--- config.mk ---
export PLATFORM = sky130hd
export DESIGN_NAME = uart_tx_fifo
export DESIGN_NICKNAME = d
export VERILOG_FILES = /design/src/rtl/uart_tx_fifo.sv
export SDC_FILE = /design/constraint.sdc
export NUM_CORES = 1
export LEC_CHECK = 0
export ABC_AREA = 1
export CAP_MARGIN = 20
export CORE_ASPECT_RATIO = 1.75
export CORE_MARGIN = 1
export CORE_UTILIZATION = 58
export CTS_BUF_LIST = sky130_fd_sc_hd__clkbuf_8
export DETAILED_ROUTE_END_ITERATION = 10
export PLACE_DENSITY = 0.78
export SYNTH_ARGS = -nofsm -noshare
export SYNTH_HDL_FRONTEND = slang
export SYNTH_SLANG_ARGS = --single-unit
export TNS_END_PERCENT = 20
--- constraint.sdc ---
create_clock -name clk -period 4.8 [get_ports clk]
set_clock_uncertainty 0.2 [all_clocks]
set_input_delay 1.2 -clock clk [delete_from_list [all_inputs] [get_ports clk]]
set_output_delay 1.2 -clock clk [all_outputs]
set_load 0.005 [all_outputs]
--- src/rtl/uart_tx_fifo.sv ---
// UART transmitter with a small transmit FIFO. Frames are start, DATA_BITS LSB first,
// optional parity and STOP_BITS stop bits. Back-to-back frames are sent without an idle gap.
module uart_tx_fifo #(
    parameter int DATA_BITS    = 8,
    parameter int PARITY_EN    = 1,
    parameter int STOP_BITS    = 1,
    parameter int CLKS_PER_BIT = 16,
    parameter int FIFO_DEPTH   = 4
) (
    input  logic                          clk,
    input  logic                          rst,
    input  logic [DATA_BITS-1:0]          tx_data,
    input  logic                          tx_valid,
    output logic                          tx_ready,
    input  logic                          parity_odd,
    output logic                          serial_out,
    output logic                          busy,
    output logic [$clog2(FIFO_DEPTH):0]   fifo_count
);

    localparam int unsigned AW    = $clog2(FIFO_DEPTH);
    localparam int unsigned CNT_W = $clog2(CLKS_PER_BIT);
    localparam int unsigned IDX_W = $clog2(DATA_BITS);

    localparam logic [AW:0]       FULL_CNT  = (AW+1)'(FIFO_DEPTH);
    localparam logic [CNT_W-1:0]  BIT_LAST  = CNT_W'(CLKS_PER_BIT - 1);
    localparam logic [IDX_W-1:0]  DATA_LAST = IDX_W'(DATA_BITS - 1);
    localparam logic [IDX_W-1:0]  STOP_LAST = IDX_W'(STOP_BITS - 1);

    typedef enum logic [2:0] {
        IDLE,
        START,
        DATA,
        PARITY,
        STOP
    } state_e;

    state_e                 state_q, state_d;
    logic [CNT_W-1:0]       cnt_q, cnt_d;
    logic [IDX_W-1:0]       idx_q, idx_d;
    logic [DATA_BITS-1:0]   shift_q, shift_d;
    logic                   parity_q, parity_d;
    logic                   serial_q, serial_d;

    logic [AW-1:0]          wr_ptr_q, wr_ptr_d;
    logic [AW-1:0]          rd_ptr_q, rd_ptr_d;
    logic [AW:0]            count_q, count_d;
    logic [DATA_BITS-1:0]   mem_q [FIFO_DEPTH];
    logic [DATA_BITS-1:0]   mem_d [FIFO_DEPTH];

    logic                   full;
    logic                   empty;
    logic                   push;
    logic                   pop;
    logic                   load;
    logic                   bit_done;
    logic [DATA_BITS-1:0]   head;

    assign full       = (count_q == FULL_CNT);
    assign empty      = (count_q == '0);
    assign push       = tx_valid && !full;
    assign head       = mem_q[rd_ptr_q];
    assign bit_done   = (cnt_q == BIT_LAST);

    assign tx_ready   = !full;
    assign fifo_count = count_q;
    assign serial_out = serial_q;
    assign busy       = (state_q != IDLE);

    // Frame sequencing; a load (pop + latch) happens from IDLE or at the end of the last stop bit.
    always_comb begin
        state_d  = state_q;
        cnt_d    = cnt_q + CNT_W'(1);
        idx_d    = idx_q;
        shift_d  = shift_q;
        parity_d = parity_q;
        load     = 1'b0;

        case (state_q)
            IDLE: begin
                cnt_d = '0;
                if (!empty) begin
                    load    = 1'b1;
                    state_d = START;
                end
            end
            START: begin
                if (bit_done) begin
                    cnt_d   = '0;
                    idx_d   = '0;
                    state_d = DATA;
                end
            end
            DATA: begin
                if (bit_done) begin
                    cnt_d = '0;
                    if (idx_q == DATA_LAST) begin
                        idx_d   = '0;
                        state_d = (PARITY_EN != 0) ? PARITY : STOP;
                    end else begin
                        idx_d   = idx_q + IDX_W'(1);
                        shift_d = shift_q >> 1;
                    end
                end
            end
            PARITY: begin
                if (bit_done) begin
                    cnt_d   = '0;
                    idx_d   = '0;
                    state_d = STOP;
                end
            end
            STOP: begin
                if (bit_done) begin
                    cnt_d = '0;
                    if (idx_q == STOP_LAST) begin
                        idx_d = '0;
                        if (!empty) begin
                            load    = 1'b1;
                            state_d = START;
                        end else begin
                            state_d = IDLE;
                        end
                    end else begin
                        idx_d = idx_q + IDX_W'(1);
                    end
                end
            end
            default: begin
                state_d = IDLE;
                cnt_d   = '0;
                idx_d   = '0;
            end
        endcase

        if (load) begin
            shift_d  = head;
            parity_d = (^head) ^ parity_odd;
        end
    end

    assign pop = load;

    // Line level is registered from the next state so it changes exactly on bit boundaries.
    always_comb begin
        case (state_d)
            START:   serial_d = 1'b0;
            DATA:    serial_d = shift_d[0];
            PARITY:  serial_d = parity_d;
            default: serial_d = 1'b1;
        endcase
    end

    always_comb begin
        wr_ptr_d = wr_ptr_q;
        rd_ptr_d = rd_ptr_q;
        count_d  = count_q;
        mem_d    = mem_q;

        if (push) begin
            mem_d[wr_ptr_q] = tx_data;
            wr_ptr_d        = wr_ptr_q + AW'(1);
        end
        if (pop) begin
            rd_ptr_d = rd_ptr_q + AW'(1);
        end

        case ({push, pop})
            2'b10:   count_d = count_q + (AW+1)'(1);
            2'b01:   count_d = count_q - (AW+1)'(1);
            default: count_d = count_q;
        endcase
    end

    always_ff @(posedge clk) begin
        if (rst) begin
            state_q  <= IDLE;
            cnt_q    <= '0;
            idx_q    <= '0;
            shift_q  <= '0;
            parity_q <= 1'b0;
            serial_q <= 1'b1;
            wr_ptr_q <= '0;
            rd_ptr_q <= '0;
            count_q  <= '0;
        end else begin
            state_q  <= state_d;
            cnt_q    <= cnt_d;
            idx_q    <= idx_d;
            shift_q  <= shift_d;
            parity_q <= parity_d;
            serial_q <= serial_d;
            wr_ptr_q <= wr_ptr_d;
            rd_ptr_q <= rd_ptr_d;
            count_q  <= count_d;
        end
    end

    // Storage needs no reset; emptiness is defined by the pointers and count.
    always_ff @(posedge clk) begin
        mem_q <= mem_d;
    end

endmodule

[Yosys cells after proc, flatten, opt, wreduce, memory -nomap -nowiden]
Cells that the tools add are included.
Storage, ports and cells
  flip-flop bits (word level): 59
  bits of input ports: 12
  output and inout port bits: 6
  word-level logic and storage cells: 92
Cells by class
  add/subtract/negate cells: 6
  $lt $le $gt $ge: 3
  equal/unequal tests: 16
  multiplexer cells: 32
  bitwise gates (word level): 5
  reductions and logical operators: 16
Operators by type and width (number)
  $mux W8: 7
  $mux W3: 12
  $bwmux W32: 1
  $bmux W8 S2: 1
  $demux W8 S2: 1
  $pmux W3 S5: 1
  $eq A3 B2 Y1 const B: 4
  $pmux W3 S4: 1
  $eq A3 B3 Y1 const B: 3
  $logic_not A3 Y1: 3
  $reduce_xor A8 Y1: 1
  $add A3 B1 Y3 const B: 2
  $eq A3 B1 Y1 const B: 2
  $ge A3 B3 Y1 const B: 2
  $ne A2 B2 Y1 const B: 3
  $not A2 Y3: 2
  $pmux W3 S2: 1
  $reduce_bool A2 Y1: 3
  $mux W1: 5
  $add A2 B1 Y2 const B: 2
  $add A4 B1 Y4 const B: 1
  $eq A4 B4 Y1 const B: 1
  $reduce_and A4 Y1: 1
  $reduce_or A4 Y1: 1
  other kinds (15): 17

[Depth between registers and ports, before layout]
Gate-level depths: netlist (run 1).
  word-level depth: 8
  depth in mapped cells: 17
  gate-level depth less buffers: 16

[Worst setup path before layout (run 1)]
Ideal clock, no wire load.
  path kind: in2reg
  start: input port tx_valid
  end: register count_q[2] (netlist: fifo_count[2])
  setup time: 0.122 ns
  arrival: 2.366 ns
  data required time: 4.478 ns
  path slack: 2.112 ns
  stages: 8
  buffers on the path: 0
  cells stage by stage: nand2_1 -> ha_1 -> inv_1 -> fa_1 -> a21oi_1 -> o21ai_0 -> o21ai_0 -> a21oi_1
Between the ends
  cells in the longest elaborated chain, start to end: 3
  elaborated cells between the ends (all ways): 5
  classes of those cells: 2 x eq/ne; 1 x mux; 2 x reduce/logical
RTL lines
  start, declared: line 13  | input logic tx_valid,
  $logic_and A1 B1 Y1 *: line 61  | assign push = tx_valid && !full;
  $eq A2 B1 Y1 or $eq A2 B2 Y1 (tied branches): line 168  | case ({push, pop})
  $pmux W3 S2 or $reduce_bool A2 Y1 (tied branches)
  end signal, assigned: line 195  | count_q <= count_d;
  end, declared: line 47  | logic [AW:0] count_q, count_d;
Every way passes the cells marked *; elsewhere a longest branch is shown, timed or not.
A chain may end at the register's enable or synchronous reset.

[Worst setup path after layout (run 1)]
  start: register state_q[0]
  end: output port busy
Between the ends
  cells in the longest elaborated chain, start to end: 1
RTL lines
  start, declared: line 38  | state_e state_q, state_d;
  start signal, assigned: line 187  | state_q <= state_d;
  $reduce_bool A3 Y1: line 68  | assign busy = (state_q != IDLE);
  end, declared: line 17  | output logic busy,
Every way passes these cells.

==> results_dict.tcl, run 1 <==
set metrics [dict create \
    maximum_ir_drop_on_the_vdd_rail_mv 0.426 \
    area_growth_pct 13.2 \
    slew_viol_final 0 \
    number_of_antenna_violations_at_the_first_check_in_global_routing 0 \
    worst-slew-pin-transition_ns 0.766 \
    timing.hold.ws_ns 0.252 \
    wl_per_cell_um 12.4 \
    rsz0062_at_grt "no" \
    max_cap_violations 0 \
    crit_required_ns 3.40 \
    p_per_area_nw_per_um2 570 \
    insertion_delay_ns 0.33 \
    critPathKind "reg -> out" \
    num_vias 2068 \
    yosysMostFrequentCell "nand2_1" \
    diodes 0 \
    rows 33 \
    maximum_number_of_pins_on_one_net_before_global_route_repair 20 \
    finalSetupViolCount 0 \
    cts_max_level 3 \
    n_fill_cell 398 \
    post-route-worst-setup-slack_ns 1.81 \
    final_hold_viol_count 0 \
    synth-edff-count 32 \
    die-area_um2 5120 \
    status "completed" \
    asyncSetResetFlopFracSynth 0 \
    cts_sink_cnt 59 \
    multi_input_area_um2 1110 \
    synth.cells.most_frequent "nand2_1 (80), inv_1 (33), edfxtp_1 (32), nor2_1 (32)" \
    groute.usage.overall 0.229 \
    detailed_place_hpwl_um 3640 \
    cts_inserted_buffers 9 \
    die_x_um 54.5 \
    grt_remaining_overflow 0 \
    design.core.area_um2 4670 \
    first_iter_violations 41 \
    port_buffers 17 \
    post-layout-total-power_mw 1.81 \
    drive_above_1_share 0.111 \
    post_drt_via_cell_ratio 5.24 \
    clock.fmax_mhz 335 \
    number_of_register_bits_inferred_by_synthesis 59 \
    cp-start-kind "register" \
    min_path_type "reg -> reg" \
    fin_util 0.680 \
    postRouteAntennaNets 0 \
    yosys.area.top_type_share 0.343 \
    slew_headroom 0.487 \
    ys_seq_area_frac 0.536 \
    place_congestion 0.791 \
    cts_resized 0 \
    cts_setup_buffers 0 \
    synth_fp_nets 339 \
    clkSlewWorstSetupHoldPaths_ns 0.07 \
    fin_crit_ns 2.99 \
    period_share 0.622 \
    drt_drc_violations_left 0 \
    register_area_um2 1500 \
    synthesis.area_per_instance_um2 8.84 \
    totalWireLength_um 4880 \
    detail_route.first_pass.iterations 4 \
    cts-root-buf "clkbuf_8" \
    power.leakage_nw 1.33 \
    syn_area_um2 2800 \
    grt_first_pass_wirelength_um 8030 \
    arrival_ns 1.59 \
    design.portCount 18 \
    crit_path_end_kind "primary output" \
    synth_area_leader_cell "edfxtp_1" \
    grt_pass1_vias 1933 \
    cts_hold_buf 0 \
    floorplan.die.height_um 93.9 \
    yosysUniqueCellTypes 31 \
    initial_core_util 0.600 \
    ys.warnings.count 0 \
    worst-path-max-fanout 5 \
    synth_ff_type "edfxtp_1" \
    cts_tree "yes" \
    place_ws_ns 1.57 \
    synth.area.top_cells "edfxtp_1 (34%), dfxtp_1 (19%), nand2_1 (11%)" \
    setup-tns-final_ns 0 \
    final_net_count 360 \
    netlist_instances 317 \
    cts-root-to-sink-buffers 2 \
]
==> stage by stage <==
stage | area [um2] | cells
6_report | 3170 | 395
5_1_grt | 3170 | 395
4_1_cts | 3170 | 395
3_5_place_dp | 2990 | 379
3_3_place_gp | 2990 | 379
2_1_floorplan | 2800 | 317
==> placed cells by master, fill, tap and decap left out, types with 3 or more instances in the layout <==
| master | count |
|---|---|
| a221oi_1 | 4 |
| ha_1 | 9 |
| clkinv_2 | 3 |
| nand3_1 | 27 |
| nand2_1 | 80 |
| dfxtp_1 | 27 |
| inv_2 | 3 |
| a21oi_1 | 12 |
| nor2_2 | 3 |
| xor2_1 | 3 |
| clkbuf_8 | 9 |
| nor2_1 | 32 |
| a31oi_1 | 3 |
| inv_1 | 35 |
| nand2_2 | 9 |
| edfxtp_1 | 32 |
| nand3_2 | 4 |
| clkdlybuf4s50_1 | 17 |
| o21ai_0 | 14 |
==> report_power, final <==
group | internal, mW | switching (mW)
Combinational | 0.265 | 0.435
Sequential | 0.626 | 0.0674
Clock | 0.233 | 0.180
Total | 1.12 | 0.683
==> per-layer routing <==
metal,share of wire,track usage,up-vias,wire [um]
met4,0.040,0.147,0,197
met5,0,0,-,0
met1,0.38,0.221,925,1870
met3,0.024,0.0583,16,117
met2,0.55,0.400,39,2700
li1,-,-,1088,-
==> cells by family (layout without fill, tap and decap cells) <==
family,after synthesis,after routing,share of synthesized area
XOR/XNOR,5,5,0.0156
flip-flops,59,59,0.536
buffers and inverters,44,70,0.0683
AO/OA/AOI/OAI,39,39,0.0817
adder cells (fa/ha/maj),10,10,0.0473
AND/OR/NAND/NOR,160,160,0.251
==> critical path: stages (launching register included) <==
cell             delay (ns)
dfxtp_1                0.37
nor2_1                 0.06
inv_1                  0.15
nor2_1                 0.09
inv_1                  0.08
clkdlybuf4s50_1        0.50
==> final timing paths <==
path,from,endpoint,slack (ns),depth (start not counted)
worst max-delay path,state_q[0]$_SDFF_PP0_,busy,1.81,5
worst min-delay path,cnt_q[0]$_SDFF_PP0_,cnt_q[0]$_SDFF_PP0_,0.25,1
worst max register to register,idx_q[0]$_SDFFE_PP0P_,fifo_count[2]$_SDFFE_PP0P_,2.06,14
worst min register to register,cnt_q[0]$_SDFF_PP0_,cnt_q[0]$_SDFF_PP0_,0.25,1
==> layout make-up <==
class	instances	area share
Tap cell	52	0.0205
Clock buffer	9	0.0391
Sequential cell	59	0.473
Multi-Input combinational cell	214	0.350
Inverter	37	0.0446
Clock inverter	7	0.0193
Timing Repair Buffer	17	0.0536
==> state kept, by name, summed over array words and instances, names as in the netlist <==
register,count
mem_q,32
cnt_q,4
fifo_count,3
state_q,3
rd_ptr_q,2
wr_ptr_q,2
idx_q,3
shift_q,8
serial_out,1
parity_q,1
No activity file was read; power rests on OpenSTA's default activity.
==> inputs of run 2 (changes only) <==
clock period = 3 ns   (was 4.8 ns; I/O delays follow)
==> run 2 against run 1 <==
Net effect: critical endpoint is now fifo_count[2]$_SDFFE_PP0P_; die area unchanged; first-iteration DRC count decreased by 22%; register-to-register slack got worse by 1.8 ns; final cell count increased by 2.0%; critical path type is now reg -> reg.
==> results_dict.tcl, run 2 (synthesis results as in run 1) <==
set metrics [dict create \
    status "completed" \
    clock.fmax_mhz 366 \
    final_hold_viol_count 0 \
    detail_route.first_pass.iterations 4 \
    drt_drc_violations_left 0 \
    arrival_ns 2.76 \
    timing.critical_path.slowest_cell_delay_ns 0.38 \
    top_reg_by_flops "mem_q" \
    number_of_antenna_violations_at_the_first_check_in_global_routing 0 \
    place_inst 387 \
    port_buffers 17 \
    placed_area_um2 3050 \
    mostFrequentLayoutCells "nand2_1 (80), inv_1 (35), nor2_1 (32), edfxtp_1 (32)" \
    floorplan.die.height_um 93.9 \
    worst_r2r_path_cells 14 \
    grt_first_pass_wirelength_um 8400 \
    diodes 0 \
    power.leakage_nw 1.38 \
    cts-root-buf "clkbuf_8" \
    timing.critical_path.cells "inv_1, ha_1, inv_1, or2_2, nor2_1, o21ai_2, inv_2, ha_1, inv_1, fa_1, a21oi_1, o21ai_0, o21ai_0, a21oi_1" \
    place_congestion 0.843 \
    endpoint "fifo_count[2]$_SDFFE_PP0P_" \
    n_fill_cell 384 \
    cts_tree "yes" \
    cts_resized 0 \
    final_cells 403 \
    cts_setup_buffers 0 \
    wl_per_cell_um 12.5 \
    finalSetupViolCount 0 \
    largest_register_ffs 32 \
    critical-path-top-cell-by-count "inv_1" \
    num_vias 2094 \
    final_common_cell "nand2_1" \
    cts-root-to-sink-buffers 2 \
    cp-start-kind "register" \
    design.portCount 18 \
    detailed_place_hpwl_um 3750 \
    layout_top_registers "mem_q (32), shift_q (8), cnt_q (4)" \
    fin_util 0.698 \
    initial_core_util 0.600 \
    grt_pass1_vias 2063 \
    cts_hold_buf 0 \
    crit_path_top_delay_cell "fa_1" \
    design.core.area_um2 4670 \
    finish.instance_area_um2 3260 \
    multi_input_area_um2 1110 \
    rr_startpoint "idx_q[0]$_SDFFE_PP0P_" \
    period_share 0.911 \
    maximum_number_of_pins_on_one_net_before_global_route_repair 20 \
    critPathKind "reg -> reg" \
    worst-slew-pin-transition_ns 0.430 \
    die_x_um 54.5 \
    cts_sink_cnt 59 \
    cts_inserted_buffers 9 \
    min_path_type "reg -> reg" \
    final_net_count 368 \
    insertion_delay_ns 0.34 \
    postRouteAntennaNets 0 \
    totalWireLength_um 5050 \
    startpoint "idx_q[0]$_SDFFE_PP0P_" \
    rsz0062_at_grt "no" \
    worst-path-max-fanout 9 \
    groute.usage.overall 0.241 \
    crit_required_ns 3.02 \
    post_drt_via_cell_ratio 5.20 \
    slew_viol_final 0 \
    rows 33 \
    timing.rr.end "fifo_count[2]$_SDFFE_PP0P_" \
    area_growth_pct 16.2 \
    slew_headroom 0.713 \
    first_iter_violations 32 \
    max_cap_violations 0 \
    clkSlewWorstSetupHoldPaths_ns 0.07 \
    die-area_um2 5120 \
    crit_path_end_kind "register" \
    maximum_ir_drop_on_the_vdd_rail_mv 0.635 \
    grt_remaining_overflow 0 \
    drive_above_1_share 0.128 \
    fin_crit_ns 2.73 \
    setup-tns-final_ns 0 \
    r2r_setup_slack_ns 0.27 \
    register_area_um2 1500 \
    cts_max_level 3 \
    p_per_area_nw_per_um2 924 \
]
[run 2: changes by cell type in the layout (fill, tap and decap cells not counted), sizes merged]
cell	change
buf	+8
clkinv	-1
bufinv	+1
[run 2: worst max-delay path: cells and delay by family (launching register included)]
| kind | cells | cell delay, ns |
|---|---|---|
| buf+inv | 4 | 0.33 |
| flops | 1 | 0.34 |
| fa+ha+maj | 3 | 0.69 |
| simple gates | 2 | 0.43 |
| compound gates | 5 | 0.62 |
[run 2: metrics by stage]
step / worst slack, ns / power, mW / hold WS (ns)
finish: 0.266 / 3.01 / 0.262
floorplan: 0.526 / 1.98 / 0.218
global placement: 0.395 / 2.24 / 0.231
detailed placement: 0.285 / 2.27 / 0.243
global route: 0.0659 / 3.24 / 0.274
CTS: 0.266 / 3.03 / 0.265
[run 2: worst min-delay path by stage]
| stage | start | endpoint | slack [ns] | cells after the start |
|---|---|---|---|---|
| after floorplan | cnt_q[0]$_SDFF_PP0_ | cnt_q[0]$_SDFF_PP0_ | 0.22 | 1 |
| after global placement | cnt_q[0]$_SDFF_PP0_ | cnt_q[0]$_SDFF_PP0_ | 0.23 | 1 |
| after detailed placement | cnt_q[0]$_SDFF_PP0_ | cnt_q[0]$_SDFF_PP0_ | 0.24 | 1 |
| after CTS | shift_q[7]$_SDFFE_PP0P_ | shift_q[7]$_SDFFE_PP0P_ | 0.27 | 2 |
| after global routing | shift_q[7]$_SDFFE_PP0P_ | shift_q[7]$_SDFFE_PP0P_ | 0.27 | 2 |
| final | shift_q[7]$_SDFFE_PP0P_ | shift_q[7]$_SDFFE_PP0P_ | 0.26 | 2 |
[run 2: report_power, final]
group	switching [mW]	internal, mW
Sequential	0.0637	1.00
Combinational	0.737	0.451
Clock	0.299	0.458
Total	1.10	1.91
[run 2: final cells by class]
type | count | area share
multi-input combinational | 214 | 0.341
tap | 52 | 0.0200
timing repair buffer | 25 | 0.0707
clock buffer | 9 | 0.0380
inverter | 37 | 0.0434
sequential | 59 | 0.461
clock inverter | 7 | 0.0261
[run 2: layer usage]
metal	vias up	global-route usage	wire (um)
li1	1099	-	-
met1	949	0.214	1920
met2	29	0.436	2830
met3	17	0.0405	104
met4	0	0.188	204
met5	-	0	0
==> inputs of run 3 (changes only) <==
CORE_UTILIZATION = 35   (was 58)
PLACE_DENSITY = not set   (was 0.78)
==> run 3 against run 2 <==
Net effect: final cell count rose by 10%; first-iteration DRC count grew 110%; non-clock buffer count is 5 higher; clock-buffer cell count unchanged; sequential power is essentially flat; critical path type unchanged; largest cell class unchanged.
==> results_dict.tcl, run 3 (synthesis results as in run 1) <==
set metrics [dict create \
    finish.instance_area_um2 3310 \
    wl_per_cell_um 12.0 \
    number_of_antenna_violations_at_the_first_check_in_global_routing 0 \
    num_vias 2093 \
    final_common_cell "nand2_1" \
    cts_sink_cnt 59 \
    rr_startpoint "idx_q[0]$_SDFFE_PP0P_" \
    worst-slew-pin-transition_ns 0.439 \
    first_iter_violations 68 \
    detail_route.first_pass.iterations 4 \
    worstHoldEndpoint "cnt_q[0]$_SDFF_PP0_" \
    post-layout-total-power_mw 3.00 \
    r2r_setup_slack_ns 0.31 \
    drt_drc_violations_left 0 \
    insertion_delay_ns 0.34 \
    groute.usage.overall 0.141 \
    status "completed" \
    initial_core_util 0.365 \
    design.portCount 18 \
    placed_area_um2 3090 \
    period_share 0.895 \
    die_x_um 69.6 \
    grt_remaining_overflow 0 \
    hold_path_cell_cnt 1 \
    min_path_type "reg -> reg" \
    cts-root-buf "clkbuf_8" \
    place_congestion 0.778 \
    slew_viol_final 0 \
    finalSetupViolCount 0 \
    clkSlewWorstSetupHoldPaths_ns 0.07 \
    totalWireLength_um 5330 \
    cts_tree "yes" \
    crit_path_end_kind "register" \
    cts_resized 0 \
    top_reg_by_flops "mem_q" \
    worst_r2r_path_cells 14 \
    largest_register_ffs 32 \
    setup-tns-final_ns 0 \
    critPathKind "reg -> reg" \
    hold_path_startpoint "cnt_q[0]$_SDFF_PP0_" \
    arrival_ns 2.72 \
    timing.rr.end "fifo_count[2]$_SDFFE_PP0P_" \
    crit_required_ns 3.03 \
    floorplan.die.height_um 120 \
    rsz0062_at_grt "no" \
    fin_crit_ns 2.69 \
    final_net_count 373 \
    n_fill_cell 756 \
    cts-root-to-sink-buffers 2 \
    layout_top_registers "mem_q (32), shift_q (8), cnt_q (4)" \
    postRouteAntennaNets 0 \
    slew_headroom 0.707 \
    power.leakage_nw 1.38 \
    detailed_place_hpwl_um 4010 \
    grt_pass1_vias 1933 \
    grt_first_pass_wirelength_um 8980 \
    p_per_area_nw_per_um2 905 \
    maximum_ir_drop_on_the_vdd_rail_mv 0.371 \
    worst-path-max-fanout 9 \
    diodes 0 \
    port_buffers 17 \
    multi_input_area_um2 1110 \
    clock.fmax_mhz 372 \
    cts_max_level 3 \
    cp-start-kind "register" \
    mostFrequentLayoutCells "nand2_1 (80), inv_1 (33), nor2_1 (32), edfxtp_1 (32)" \
    final_hold_viol_count 0 \
    register_area_um2 1500 \
    post_drt_via_cell_ratio 4.71 \
    area_growth_pct 18.2 \
    max_cap_violations 0 \
    die-area_um2 8380 \
    design.core.area_um2 7670 \
    rows 42 \
    maximum_number_of_pins_on_one_net_before_global_route_repair 19 \
    drive_above_1_share 0.140 \
    cts_inserted_buffers 9 \
]
run 3: cell count changes in the layout (fill, tap and decap cells not counted):
cell | previous run | this run
clkinv_2 | 1 | 2
clkinv_1 | 1 | 3
buf_4 | 8 | 13
clkinvlp_4 | 0 | 1
clkinv_4 | 1 | 0
bufinv_16 | 2 | 1
inv_1 | 35 | 33
run 3: worst max-delay path by stage:
stage | to | startpoint
2_1_floorplan | fifo_count[2]$_SDFFE_PP0P_ | idx_q[0]$_SDFFE_PP0P_
3_3_place_gp | fifo_count[2]$_SDFFE_PP0P_ | idx_q[0]$_SDFFE_PP0P_
3_5_place_dp | fifo_count[2]$_SDFFE_PP0P_ | idx_q[0]$_SDFFE_PP0P_
4_1_cts | fifo_count[2]$_SDFFE_PP0P_ | idx_q[0]$_SDFFE_PP0P_
5_1_grt | fifo_count[2]$_SDFFE_PP0P_ | idx_q[0]$_SDFFE_PP0P_
6_report | fifo_count[2]$_SDFFE_PP0P_ | idx_q[0]$_SDFFE_PP0P_
run 3: worst max-delay path, cell delays in order (launching register included):
cell and delay (ns):
dfxtp_1 0.34, inv_1 0.06, ha_1 0.13, inv_1 0.03
or2_2 0.27, nor2_1 0.16, o21ai_2 0.17, inv_2 0.16
ha_1 0.16, inv_1 0.06, fa_1 0.37, a21oi_1 0.14
o21ai_0 0.11, o21ai_0 0.16, a21oi_1 0.06
run 3: report_power, final:
group          switching, mW  total, mW  internal [mW]
combinational          0.732       1.24          0.510
clock                  0.301      0.672          0.371
sequential            0.0830       1.08           1.00
run 3: cell type report:
class,count,share of cell area
timing repair buffer,30,0.0808
clock inverter,7,0.0178
multi-input combinational,214,0.335
clock buffer,9,0.0374
tap,88,0.0332
inverter,37,0.0427
sequential,59,0.453
run 3: repair_timing:
action | CTS | global route
setup endpoints to repair | 0 | 1
hold buffers | 0 | 0
buffers inserted | 0 | 5
run 3: routing by layer:
metal  up-vias  track usage  part of all wire
met4         0       0.0863             0.021
met1       958        0.140              0.40
met5         -            0                 0
met2        17        0.257              0.56
met3         7       0.0350             0.021
li1       1111            -                 -
run 3: per-stage QoR:
| stage | utilization | setup WS, ns | instances | hold slack, ns |
|---|---|---|---|---|
| 2_1_floorplan | - | 0.526 | 317 | 0.218 |
| 4_1_cts | 0.427 | 0.273 | 439 | 0.257 |
| 3_3_place_gp | 0.403 | 0.358 | 423 | 0.231 |
| 6_report | 0.432 | 0.314 | 444 | 0.246 |
| 5_1_grt | 0.432 | 0.0310 | 444 | 0.287 |
| 3_5_place_dp | 0.403 | 0.289 | 423 | 0.244 |
